==> src/rtl/frame_loader.sv <==
// frame_loader: sync-framed byte stream -> 64 registered RGB pixel writes (1-cycle latency), then a send_frame swap request.
// rx_ready is low from the final write until the post-swap gap ends; FRAME_LOADER_TIMEOUT_EN adds an inter-byte timeout.
module frame_loader #(
  parameter logic [7:0]  SYNC_BYTE = 8'hA5,
  parameter int unsigned N_PIXELS  = 64
`ifdef FRAME_LOADER_TIMEOUT_EN
  ,
  parameter logic [15:0] TIMEOUT_CYCLES = 16'd50000
`endif
) (
  input  logic        clk,
  input  logic        rst_n,
  input  logic [7:0]  rx_data,
  input  logic        rx_valid,
  output logic        rx_ready,
  input  logic        frame_done,
  output logic        write_en,
  output logic [5:0]  pixel_addr,
  output logic [23:0] pixel_value,
  output logic        send_frame,
  output logic        busy,
  output logic        err
);

  typedef enum logic [1:0] {IDLE, RECV, WAIT_DONE, SWAP_GAP} state_t;

  localparam logic [5:0] LAST_PIX = 6'(N_PIXELS - 1);

  state_t      state, state_nxt;
  logic [1:0]  byte_idx, byte_idx_nxt;
  logic [5:0]  pix_idx, pix_idx_nxt;
  logic [1:0]  gap_cnt, gap_cnt_nxt;
  logic [15:0] asm_reg;
  logic        pix_write;
  logic        swap_req;
  logic        timeout;

  always_ff @(posedge clk or negedge rst_n) begin
    if (!rst_n) begin
      state    <= IDLE;
      byte_idx <= '0;
      pix_idx  <= '0;
      gap_cnt  <= '0;
    end else begin
      state    <= state_nxt;
      byte_idx <= byte_idx_nxt;
      pix_idx  <= pix_idx_nxt;
      gap_cnt  <= gap_cnt_nxt;
    end
  end

  always_comb begin
    state_nxt    = state;
    byte_idx_nxt = byte_idx;
    pix_idx_nxt  = pix_idx;
    gap_cnt_nxt  = gap_cnt;
    pix_write    = 1'b0;
    swap_req     = 1'b0;
    rx_ready     = 1'b0;
    busy         = (state != IDLE);
    case (state)
      IDLE: begin
        rx_ready = 1'b1;
        if (rx_valid && rx_data == SYNC_BYTE) begin
          state_nxt    = RECV;
          byte_idx_nxt = '0;
          pix_idx_nxt  = '0;
        end
      end
      RECV: begin
        rx_ready = 1'b1;
        if (timeout) begin
          state_nxt    = IDLE;
          byte_idx_nxt = '0;
          pix_idx_nxt  = '0;
        end else if (rx_valid) begin
          if (byte_idx == 2'd2) begin
            pix_write    = 1'b1;
            byte_idx_nxt = '0;
            // pix_idx holds at the last address instead of wrapping to 0
            if (pix_idx == LAST_PIX) state_nxt = WAIT_DONE;
            else                     pix_idx_nxt = pix_idx + 6'd1;
          end else begin
            byte_idx_nxt = byte_idx + 2'd1;
          end
        end
      end
      WAIT_DONE: begin
        // a frame_done landing on the final write cycle is too early to swap on
        if (frame_done && !write_en) begin
          state_nxt   = SWAP_GAP;
          swap_req    = 1'b1;
          gap_cnt_nxt = '0;
        end
      end
      SWAP_GAP: begin
        if (gap_cnt == 2'd2) state_nxt = IDLE;
        else                 gap_cnt_nxt = gap_cnt + 2'd1;
      end
      default: state_nxt = IDLE;
    endcase
  end

  always_ff @(posedge clk or negedge rst_n) begin
    if (!rst_n) begin
      asm_reg     <= '0;
      write_en    <= 1'b0;
      pixel_addr  <= '0;
      pixel_value <= '0;
      send_frame  <= 1'b0;
    end else begin
      write_en   <= pix_write;
      send_frame <= swap_req;
      if (state == RECV && rx_valid) asm_reg <= {asm_reg[7:0], rx_data};
      if (pix_write) begin
        pixel_addr  <= pix_idx;
        pixel_value <= {asm_reg, rx_data};
      end
    end
  end

`ifdef FRAME_LOADER_TIMEOUT_EN
  logic [15:0] idle_cnt;

  assign timeout = (state == RECV) && (idle_cnt == TIMEOUT_CYCLES);

  always_ff @(posedge clk or negedge rst_n) begin
    if (!rst_n) begin
      idle_cnt <= '0;
      err      <= 1'b0;
    end else begin
      err <= timeout;
      if (state == RECV && !rx_valid && !timeout) idle_cnt <= idle_cnt + 16'd1;
      else                                         idle_cnt <= '0;
    end
  end
`else
  assign timeout = 1'b0;
  assign err     = 1'b0;
`endif

endmodule
==> config.mk <==
export PLATFORM = sky130hd
export DESIGN_NAME = frame_loader
export DESIGN_NICKNAME = d
export VERILOG_FILES = /design/src/rtl/frame_loader.sv
export SDC_FILE = /design/constraint.sdc
export NUM_CORES = 1
export LEC_CHECK = 0
export CAP_MARGIN = 10
export CORE_MARGIN = 2
export CORE_UTILIZATION = 40
export DETAILED_ROUTE_END_ITERATION = 8
export DONT_BUFFER_PORTS = 1
export MAX_ROUTING_LAYER = met4
export PLACE_DENSITY = 0.56
export SLEW_MARGIN = 40
export SYNTH_ARGS = -nofsm -noshare
export SYNTH_HDL_FRONTEND = slang
export SYNTH_SLANG_ARGS = --single-unit
==> constraint.sdc <==
create_clock -name clk -period 2.2 [get_ports clk]
set_clock_uncertainty 0.15 [all_clocks]
set_input_delay 0.22 -clock clk [delete_from_list [all_inputs] [get_ports clk]]
set_output_delay 0.22 -clock clk [all_outputs]
set_load 0.02 [all_outputs]
# Word-level counts from Yosys, hierarchy flattened
# Cells that the tools add are included.
# op_classes
add_sub_neg	3
eq_ne	15
mux	25
reduce_logical	13
# ops
operator	count
$mux 6	4
$mux 2	11
$ne 2x2->1 const B	8
$pmux 6 s2	1
$eq 2x2->1 const B	4
$eq 8x8->1 const B	1
$pmux 2 s2	2
$pmux 2 s4	1
$add 6x1->6 const B	1
$eq 6x6->1 const B	1
$mux 1	6
$reduce_and 3->1	2
$reduce_and 6->1	1
$reduce_bool 2->1	3
$reduce_and 5->1	1
$add 2x1->2 const B	2
$logic_and 1x1->1	3
$eq 2x1->1 const B	1
$logic_not 2->1	1
$reduce_or 2->1	1
$logic_not 1->1	1
# totals
ff_bits	60
in_bits	12
word_cells	65

# Longest topological paths before layout
# Gate-level depths: netlist of the first run.
# logic_depth
depth_word	5
ltp_mapped	8
depth_no_buf	6

# Least setup slack after synthesis of the first run
# Ideal clock, no wire load.
# synth_timing
kind	reg2reg
from	register state[0]
to	register byte_idx[0]
setup_time_ns	0.121
t_arrival_ns	1.645
t_required_ns	1.929
path_slack_ns	0.284
stages_incl_launch_ff	6
synth_period_minus_slack_ns	1.916
cell_sequence	dfrtp_1 -> inv_1 -> ha_1 -> inv_2 -> o41a_1 -> a22o_1
# synth_via
elab_chain_len	3
# synth_lines
element	line_no	source
start: declaration	29	state_t state, state_nxt;
start signal: assignment	45	state <= state_nxt;
$eq 2x1->1 or $logic_not 2->1 (tied branches)	61	case (state)
$ne 2x2->1 (no line) or $reduce_bool 2->1 (tied branches)	n/a	
$reduce_and 3->1 (no line)	n/a	
end signal: assignment	46	byte_idx <= byte_idx_nxt;
end: declaration	30	logic [1:0] byte_idx, byte_idx_nxt;
# Parallel ways exist; a longest one is shown, timed or not.
# A chain may end at the register's enable or synchronous reset.

# Final worst setup path of the first run
# layout_timing
from	register state[1]
to	register state[1]
# layout_via
elab_chain_len	3
# layout_lines
element	line_no
$eq 2x2->1, or another cell as far along	61
$ne 2x2->1 (no line)	n/a
$reduce_and 6->1 (no line)	n/a
# Parallel ways exist; a longest one is shown, timed or not.

==> results of run 1 <==
-- Yosys cell counts (2+ instances only) --
cell       count
a22o_1         3
mux2_2        16
nor4_1         2
nand3b_1       3
o211ai_1       2
a211oi_1       3
nor2b_1        2
o2111a_1       2
o21ai_0        6
o21ai_1        3
a21oi_1        6
buf_4          2
inv_1          7
nand4bb_4      2
inv_2          2
dfrtp_1       60
nor2_1         3
o22ai_1        2
nand2_1       98
nand2b_1       3
ha_1           7
clkbuf_1       3
nand3_1        3
buf_2          7
nor3_1         3
-- cell type report --
| cell class | count | share of cell area, % |
|---|---|---|
| timing repair buffer | 24 | 7.419 |
| clock buffer | 11 | 4.057 |
| sequential | 60 | 46.37 |
| clock inverter | 4 | 1.584 |
| multi-input combinational | 188 | 36.44 |
| tap | 80 | 3.091 |
| inverter | 9 | 1.043 |
-- placed cells by master, fill, tap and decap left out, types with 6 or more instances in the layout --
master	count
nand2_1	98
dfrtp_1	60
mux2_2	16
dlygate4sd3_1	11
buf_4	11
clkbuf_8	9
inv_1	7
ha_1	7
o21ai_0	6
a21oi_1	6
-- cells by family (layout without fill, tap and decap cells) --
logic type / Yosys count / after routing
AND/OR/NAND/NOR: 127 / 127
flip-flops: 60 / 60
AO/OA/AOI/OAI: 35 / 35
buffers and inverters: 21 / 48
multiplexers: 18 / 18
adder cells (fa/ha/maj): 7 / 7
other: 1 / 1
-- stage by stage --
stage | std cells | utilization (%) | power (mW) | hold slack [ns] | area [µm²]
2_1_floorplan | 269 | - | 3.405 | -0.2256 | 2776
4_1_cts | 376 | 47.93 | 4.826 | 0.08011 | 3238
6_report | 376 | 47.93 | 4.773 | 0.08797 | 3238
5_1_grt | 376 | 47.93 | 5.116 | 0.1055 | 3238
3_5_place_dp | 349 | 43.19 | 3.813 | -0.2229 | 2918
3_3_place_gp | 349 | 43.19 | 3.787 | -0.2228 | 2918
-- routing by layer --
layer	track usage, %	routed length [µm]
met1	22.77	2748
met5	-	0
met4	6.294	92
met2	26.38	2871
met3	5.308	297
-- where the power goes --
group / total, mW / switching [mW] / internal (mW)
registers: 2.36 / 0.730 / 1.63
clock network: 0.949 / 0.432 / 0.517
logic: 1.47 / 0.755 / 0.712
-- worst reg2reg max path: cells and delay by family, from the launching register on --
family / cells / cell delay, ns
DFF: 1 / 0.42
muxes: 1 / 0.32
adders and majority gates: 1 / 0.39
AOI/OAI and AO/OA: 1 / 0.29
buffers and inverters: 2 / 0.34
-- repair_timing --
action / in CTS / in global routing
resized for setup: 0 / 0
hold buffers: 12 / 0
buffers inserted: 0 / 0
hold endpoints to repair: 81 / 0
-- path summary, 6_finish.rpt --
kind	from	end	slack [ns]	depth (start not counted)
worst min register to register	asm_reg[8]	pixel_value[16]	0.31	2
worst min-delay path	rx_valid	byte_idx[0]	0.09	3
worst max register to register	state[1]	state[1]	0.18	5
worst max-delay path	state[1]	state[1]	0.18	5
max in group asynchronous	rst_n	pixel_value[23]	1.37	2
min in group asynchronous	rst_n	pixel_value[21]	0.27	2
==> results.py, run 1 <==
metrics = {
    "synthesis": {
        "synth_top_area_share_pct": 54.08,
        "synth_fp_nets": 288,
        "ys_seq_area_share_pct": 54.08,
        "synth_area_mm2": 0.002776,
        "ys_ff_latch": 60,
        "async_flop_share_pct": 100.0,
        "synth-simple-area-share_pct": 22.04,
        "synthAdderAreaFrac_pct": 3.155,
        "synth_warnings": 0,
        "synth_top_family_by_area": "simple AND/OR/NAND/NOR gates",
        "synth_compound_area_share_pct": 9.779,
        "synth_largest_area_cell": "dfrtp_1",
        "synth_edf_count": 0,
        "synthXorXnorAreaFrac_pct": 0,
        "synthCells": 269,
        "synthFlopType": "dfrtp_1",
        "synth_mux_area_share_pct": 7.391,
        "synth_area_per_cell_um2": 10.32,
        "synth.distinct_cells": 44,
        "synth.area.top_cells": "dfrtp_1 54%, nand2_1 13%, mux2_2 6.5%",
    },
    "setup_path": {
        "cp.arrival_ns": 2.10,
        "crit_top_cell": "inv_1",
        "path_class": "reg -> reg",
        "path_cells": "inv_1, ha_1, inv_1, o2111ai_2, mux2_4",
        "start_kind": "flop",
        "critPathRequiredTime_ns": 2.27,
        "cp-end-kind": "flop",
        "slowest_stage": "dfrtp_1",
        "path_delay_family": "flip-flops",
        "cp_max_fo": 9,
        "worst-path-buf-inv": 2,
        "slowest_delay_ns": 0.42,
    },
    "global_routing": {
        "grt_pass1_wl_um": 9977,
        "grt_overflow": 0,
        "antenna_found_initial": 0,
        "grt_max_degree": 61,
        "grt_pass1_vias": 2039,
        "grt_usage_pct": 17.65,
    },
    "timing": {
        "finalCritPeriodShare_pct": 91.98,
        "period_minus_slack_ns": 2.024,
        "slew_viol_final": 0,
        "fmax_ghz": 0.4942,
        "rsz0062_at_grt": "no",
        "setup-violations-final": 0,
        "hold_viol": 0,
        "fin_ws_ns": 0.1764,
        "tns_ns": 0,
    },
    "routing": {
        "drcViolationCount": 0,
        "vias": 1978,
        "wl_per_cell_um": 15.98,
        "antenna_left": 0,
        "vias_per_cell": 5.261,
        "drt_iter0_markers": 127,
        "routed_wirelength_um": 6010,
        "firstDrtPassIters": 4,
    },
    "finish": {
        "fillers": 644,
        "layout-drive-gt1-share_pct": 18.24,
        "largest_reg_flops": 24,
        "nNetsFinal": 311,
        "n_antenna_cell": 0,
        "seq_area_mm2": 0.001501,
        "syn_to_final_growth_pct": 16.63,
        "multi_input_area_mm2": 0.001180,
    },
    "die": {
        "start_util_pct": 41.09,
        "core_mm2": 0.006756,
        "pin_count": 47,
        "die_width_um": 87.31,
        "row_count": 30,
        "fp.dieArea_mm2": 0.007623,
        "die_y_um": 87.31,
    },
    "clock_network": {
        "cts_max_level": 3,
        "clock-root-buffer": "clkbuf_8",
        "clock_sinks": 60,
        "clock_latency_ns": 0.34,
        "cts_tree": "yes",
        "cts_buffers": 9,
        "clockBufferDepth": 2,
        "path_clk_slew_ns": 0.07,
    },
    "power_and_ir_drop": {
        "power_density_mw_per_mm2": 1474,
        "leakage_nw": 1.548,
        "ir_drop_mv": 0.6035,
    },
    "placed_design": {
        "portBuffers": 0,
        "post-place-ws_ns": 0.2001,
        "dpl.hpwl_um": 4022,
        "gp_congestion": 0.9263,
    },
    "run_status": {
        "status": "finished clean",
    },
    "worst_hold_path": {
        "hold_path.class": "in -> reg",
    },
    "flow_run": {
        "max-cap-violations": 0,
    },
}
Note: power is estimated with default switching activity, not from simulation.
==> inputs of run 2 (changes only) <==
CORE_UTILIZATION = 58   (was 40)
CTS_CLUSTER_SIZE = 8   (was not set)
PLACE_DENSITY = 0.76   (was 0.56)
==> run 2 against run 1 <==
Against the previous run: utilization grew 20 points; final area shrank 2.0%; highest routed layer unchanged; global-route usage grew 8.3 points; via count grew 2.8%; critical path type unchanged; sequential share of layout area grew 0.93 points; routed wire length shrank 0.75%; clock power shrank 10%; first-iteration DRC count grew 9.4%; hold slack gained 0.015 ns; sequential power is essentially flat.
==> results.py, run 2 (synthesis results as in run 1) <==
metrics = {
    "run_status": {
        "status": "finished clean",
    },
    "setup_path": {
        "path_delay_family": "compound AO/OA/AOI/OAI gates",
        "cp-startpoint": "state[0]",
        "start_kind": "flop",
        "path_class": "reg -> reg",
        "path_cells": "inv_1, ha_1, inv_2, o41a_1, a2bb2oi_1, o21ai_1",
        "worst-path-buf-inv": 2,
        "critPathRequiredTime_ns": 2.26,
        "cp_max_fo": 8,
        "slowest_delay_ns": 0.51,
        "cp.arrival_ns": 2.10,
        "cp-end-kind": "flop",
        "slowest_stage": "o41a_1",
        "reg2reg_from": "state[0]",
    },
    "placed_design": {
        "dpl.hpwl_um": 3920,
        "gp_congestion": 0.8674,
        "portBuffers": 0,
        "dp_cells": 322,
        "post-place-ws_ns": 0.08554,
    },
    "die": {
        "pin_count": 47,
        "core_mm2": 0.004661,
        "row_count": 25,
        "start_util_pct": 59.57,
        "die_width_um": 73.19,
        "fp.dieArea_mm2": 0.005356,
        "die_y_um": 73.19,
    },
    "finish": {
        "layout-drive-gt1-share_pct": 18.31,
        "final_util_pct": 68.11,
        "nNetsFinal": 310,
        "n_antenna_cell": 0,
        "stdcell_count": 349,
        "fillers": 365,
        "final_common_cell": "nand2_1",
        "largest_reg_flops": 24,
        "final_cell_mix": "98 x nand2_1, 60 x dfrtp_1, 16 x mux2_2",
        "syn_to_final_growth_pct": 14.33,
    },
    "global_routing": {
        "grt_overflow": 0,
        "grt_max_degree": 61,
        "grt_usage_pct": 25.93,
        "grt_pass1_wl_um": 9880,
        "grt_pass1_vias": 2020,
        "antenna_found_initial": 0,
    },
    "clock_network": {
        "cts_setup_buffers": 0,
        "clock_sinks": 60,
        "clock-root-buffer": "clkbuf_8",
        "cts_tree": "yes",
        "clock_latency_ns": 0.33,
        "cts_buffers": 9,
        "path_clk_slew_ns": 0.06,
        "cts_max_level": 3,
        "clockBufferDepth": 2,
    },
    "timing": {
        "tns_ns": 0,
        "rsz0062_at_grt": "no",
        "slew_viol_final": 0,
        "finalCritPeriodShare_pct": 92.72,
        "fin_ws_ns": 0.1602,
        "setup-violations-final": 0,
        "fmax_ghz": 0.4902,
        "period_minus_slack_ns": 2.040,
        "hold_viol": 0,
    },
    "routing": {
        "vias": 2034,
        "drcViolationCount": 0,
        "drt_iter0_markers": 139,
        "wl_per_cell_um": 17.09,
        "vias_per_cell": 5.828,
        "firstDrtPassIters": 4,
        "antenna_left": 0,
        "routed_wirelength_um": 5965,
    },
    "power_and_ir_drop": {
        "totalPowerFinal_mw": 4.696,
        "ir_drop_mv": 0.9314,
        "leakage_nw": 1.538,
        "power_density_mw_per_mm2": 1479,
    },
    "worst_hold_path": {
        "holdCritStartpoint": "rx_valid",
        "hold_path.class": "in -> reg",
    },
    "flow_run": {
        "max-cap-violations": 0,
    },
}
==> run 2: changes by cell type in the layout (fill, tap and decap cells not counted) <==
| cell | before | now |
|---|---|---|
| clkbuf_8 | 9 | 11 |
| clkinv_4 | 1 | 0 |
| clkinvlp_4 | 1 | 0 |
| buf_12 | 1 | 0 |
| ha_2 | 0 | 1 |
| bufinv_16 | 1 | 0 |
| clkinv_2 | 1 | 2 |
| ha_1 | 7 | 6 |
==> run 2: area by class of cell <==
class / count / area, µm² / share of cell area [%]
Inverter: 9 / 33.78 / 1.064
Sequential cell: 60 / 1501 / 47.30
Clock inverter: 2 / 10.01 / 0.3153
Clock buffer: 13 / 158.9 / 5.006
Multi-Input combinational cell: 188 / 1182 / 37.25
Tap cell: 54 / 67.56 / 2.129
Timing Repair Buffer: 23 / 220.2 / 6.937
==> run 2: layer usage <==
| layer | vias up | wire (µm) | track usage (%) |
|---|---|---|---|
| met1 | 1009 | 2642 | 33.12 |
| met5 | - | 0 | - |
| met3 | 10 | 358 | 5.663 |
| li1 | 950 | - | - |
| met2 | 65 | 2855 | 38.74 |
| met4 | 0 | 108 | 13.58 |
==> run 2: worst register-to-register path, cell delays in order, from the launching register on <==
cell and delay (ns):
dfrtp_1 0.40, inv_1 0.13, ha_1 0.41, inv_2 0.07, o41a_1 0.51, a2bb2oi_1 0.16, o21ai_1 0.09
==> run 2: stage by stage <==
step           hold WS (ns)  area [µm²]
5_1_grt              0.1081        3174
2_1_floorplan       -0.2256        2776
3_5_place_dp        -0.2239        2865
3_3_place_gp        -0.2237        2865
6_report             0.1030        3174
4_1_cts             0.08843        3172
==> run 2: where the power goes <==
part | switching [mW] | total, mW | internal [mW]
Clock | 0.394 | 0.854 | 0.461
Sequential | 0.764 | 2.39 | 1.63
Combinational | 0.755 | 1.45 | 0.694
Total | 1.91 | 4.70 | 2.78
==> run 2: repair_timing <==
action,in CTS,in global routing
hold endpoints to repair,81,0
setup endpoints to repair,0,2
gates resized for setup,0,1
hold buffers,12,0
==> run 2: path summary, 6_finish.rpt <==
kind,cells after the start,end,slack [ns]
min reg2reg,2,pixel_value[17],0.31
max reg2reg,6,pix_idx[1],0.16
max,6,pix_idx[1],0.16
min in group asynchronous,2,write_en,0.26
min,3,byte_idx[0],0.10
max in group asynchronous,2,asm_reg[1],1.39
==> inputs of run 3 (changes only) <==
REMOVE_ABC_BUFFERS = 1   (was not set)
==> run 3 against run 2 <==
Against the previous run: sequential power hardly changed; clock power is 1% higher; sequential share of layout area is 0.11 points lower; largest power group unchanged.
==> results.py, run 3 (synthesis results as in run 1) <==
metrics = {
    "clock_network": {
        "clock_sinks": 60,
        "path_clk_slew_ns": 0.06,
        "cts_max_level": 3,
        "clock_latency_ns": 0.33,
        "cts_buffers": 9,
        "clock-root-buffer": "clkbuf_8",
        "cts_setup_buffers": 0,
        "clockBufferDepth": 2,
        "cts_tree": "yes",
    },
    "routing": {
        "drt_iter0_markers": 113,
        "wl_per_cell_um": 16.17,
        "firstDrtPassIters": 4,
        "antenna_left": 0,
        "routed_wirelength_um": 5645,
        "drcViolationCount": 0,
        "vias": 1964,
        "vias_per_cell": 5.628,
    },
    "setup_path": {
        "cp_max_fo": 8,
        "cp-end-kind": "flop",
        "cp.arrival_ns": 2.10,
        "start_kind": "flop",
        "critPathRequiredTime_ns": 2.26,
        "path_class": "reg -> reg",
    },
    "global_routing": {
        "gr-usage-met3_pct": 7.044,
        "grt.met1_usage_pct": 31.20,
        "busiest_layer": "met2",
        "grt_overflow": 0,
        "grt_pass1_vias": 1993,
        "antenna_found_initial": 0,
        "grt_pass1_wl_um": 9494,
        "use_met2_pct": 36.34,
        "grt_usage_pct": 24.74,
        "grt_max_degree": 61,
    },
    "timing": {
        "holdWs_ns": 0.009368,
        "setup-violations-final": 0,
        "tns_ns": 0,
        "slew_viol_final": 0,
        "fmax_ghz": 0.4905,
        "period_minus_slack_ns": 2.039,
        "fin_ws_ns": 0.1614,
        "hold_viol": 0,
        "rsz0062_at_grt": "no",
        "finalCritPeriodShare_pct": 92.66,
    },
    "die": {
        "pin_count": 47,
        "row_count": 25,
        "fp.dieArea_mm2": 0.005356,
        "die_width_um": 73.19,
        "start_util_pct": 59.57,
        "die_y_um": 73.19,
        "core_mm2": 0.004661,
    },
    "placed_design": {
        "gp_congestion": 0.9566,
        "dpl.hpwl_um": 3709,
        "dpl_cell_area_mm2": 0.002865,
        "post-place-ws_ns": 0.1209,
        "portBuffers": 0,
    },
    "power_and_ir_drop": {
        "ir_drop_mv": 0.7267,
        "power_density_mw_per_mm2": 1477,
        "leakage_nw": 1.537,
    },
    "finish": {
        "final_cell_mix": "98 x nand2_1, 60 x dfrtp_1, 16 x mux2_2",
        "largest_reg_flops": 24,
        "nNetsFinal": 310,
        "fillers": 345,
        "stdcell_area_mm2": 0.003182,
        "layout-drive-gt1-share_pct": 18.98,
        "syn_to_final_growth_pct": 14.60,
        "final_util_pct": 68.27,
        "n_antenna_cell": 0,
        "final_common_cell": "nand2_1",
    },
    "worst_hold_path": {
        "hold_path.class": "in -> reg",
    },
    "flow_run": {
        "max-cap-violations": 0,
    },
    "run_status": {
        "status": "finished clean",
    },
}
==> run 3: changes by cell type in the layout (fill, tap and decap cells not counted), sizes merged <==
cell      delta
clkbuf       -2
clkinvlp     +2
==> run 3: layout make-up <==
class / count / area [µm²] / share of cell area, %
flip-flops and latches: 60 / 1501 / 47.19
multi-input cells: 188 / 1182 / 37.16
repair buffers: 23 / 220.2 / 6.921
clock buffers: 11 / 151.4 / 4.758
well taps: 54 / 67.56 / 2.123
inverters: 9 / 33.78 / 1.062
clock inverters: 4 / 25.02 / 0.7865
==> run 3: worst max-delay path, cell delays in order (launching register included) <==
cell,delay [ns]
dfrtp_1,0.40
inv_1,0.14
ha_1,0.38
inv_2,0.06
o41a_1,0.51
a22o_1,0.27
==> run 3: per-layer routing <==
layer | vias to the layer above | part of all wire (%)
li1 | 950 | -
met1 | 948 | 45
met2 | 53 | 47
met3 | 13 | 5.8
met4 | 0 | 2.4
met5 | - | 0
==> run 3: report_power, final <==
part           total, mW  internal, mW  switching [mW]
registers           2.37          1.63           0.739
clock network      0.865         0.459           0.406
logic               1.47         0.708           0.760
total               4.70          2.79            1.91
==> run 3: timing repair <==
item                                    in CTS  in global routing
hold endpoints to repair                    79                  0
endpoints found under the setup margin       0                  1
hold buffers                                12                  0
gates resized for setup                      0                  1
==> run 3: path summary, 6_finish.rpt <==
path | slack [ns] | to | cells after the start | startpoint
max | 0.16 | byte_idx[0] | 5 | state[0]
min reg2reg | 0.31 | pixel_value[18] | 2 | asm_reg[10]
min in group asynchronous | 0.28 | pixel_addr[5] | 2 | rst_n
max reg2reg | 0.16 | byte_idx[0] | 5 | state[0]
min | 0.009 | pix_idx[0] | 2 | rx_valid
max in group asynchronous | 1.38 | asm_reg[1] | 2 | rst_n
==> run 3: per-stage QoR <==
step / instances / total power [mW]
6_report: 349 / 4.701
5_1_grt: 349 / 5.025
4_1_cts: 349 / 4.723
3_5_place_dp: 322 / 3.798
3_3_place_gp: 322 / 3.731
2_1_floorplan: 257 / 3.372
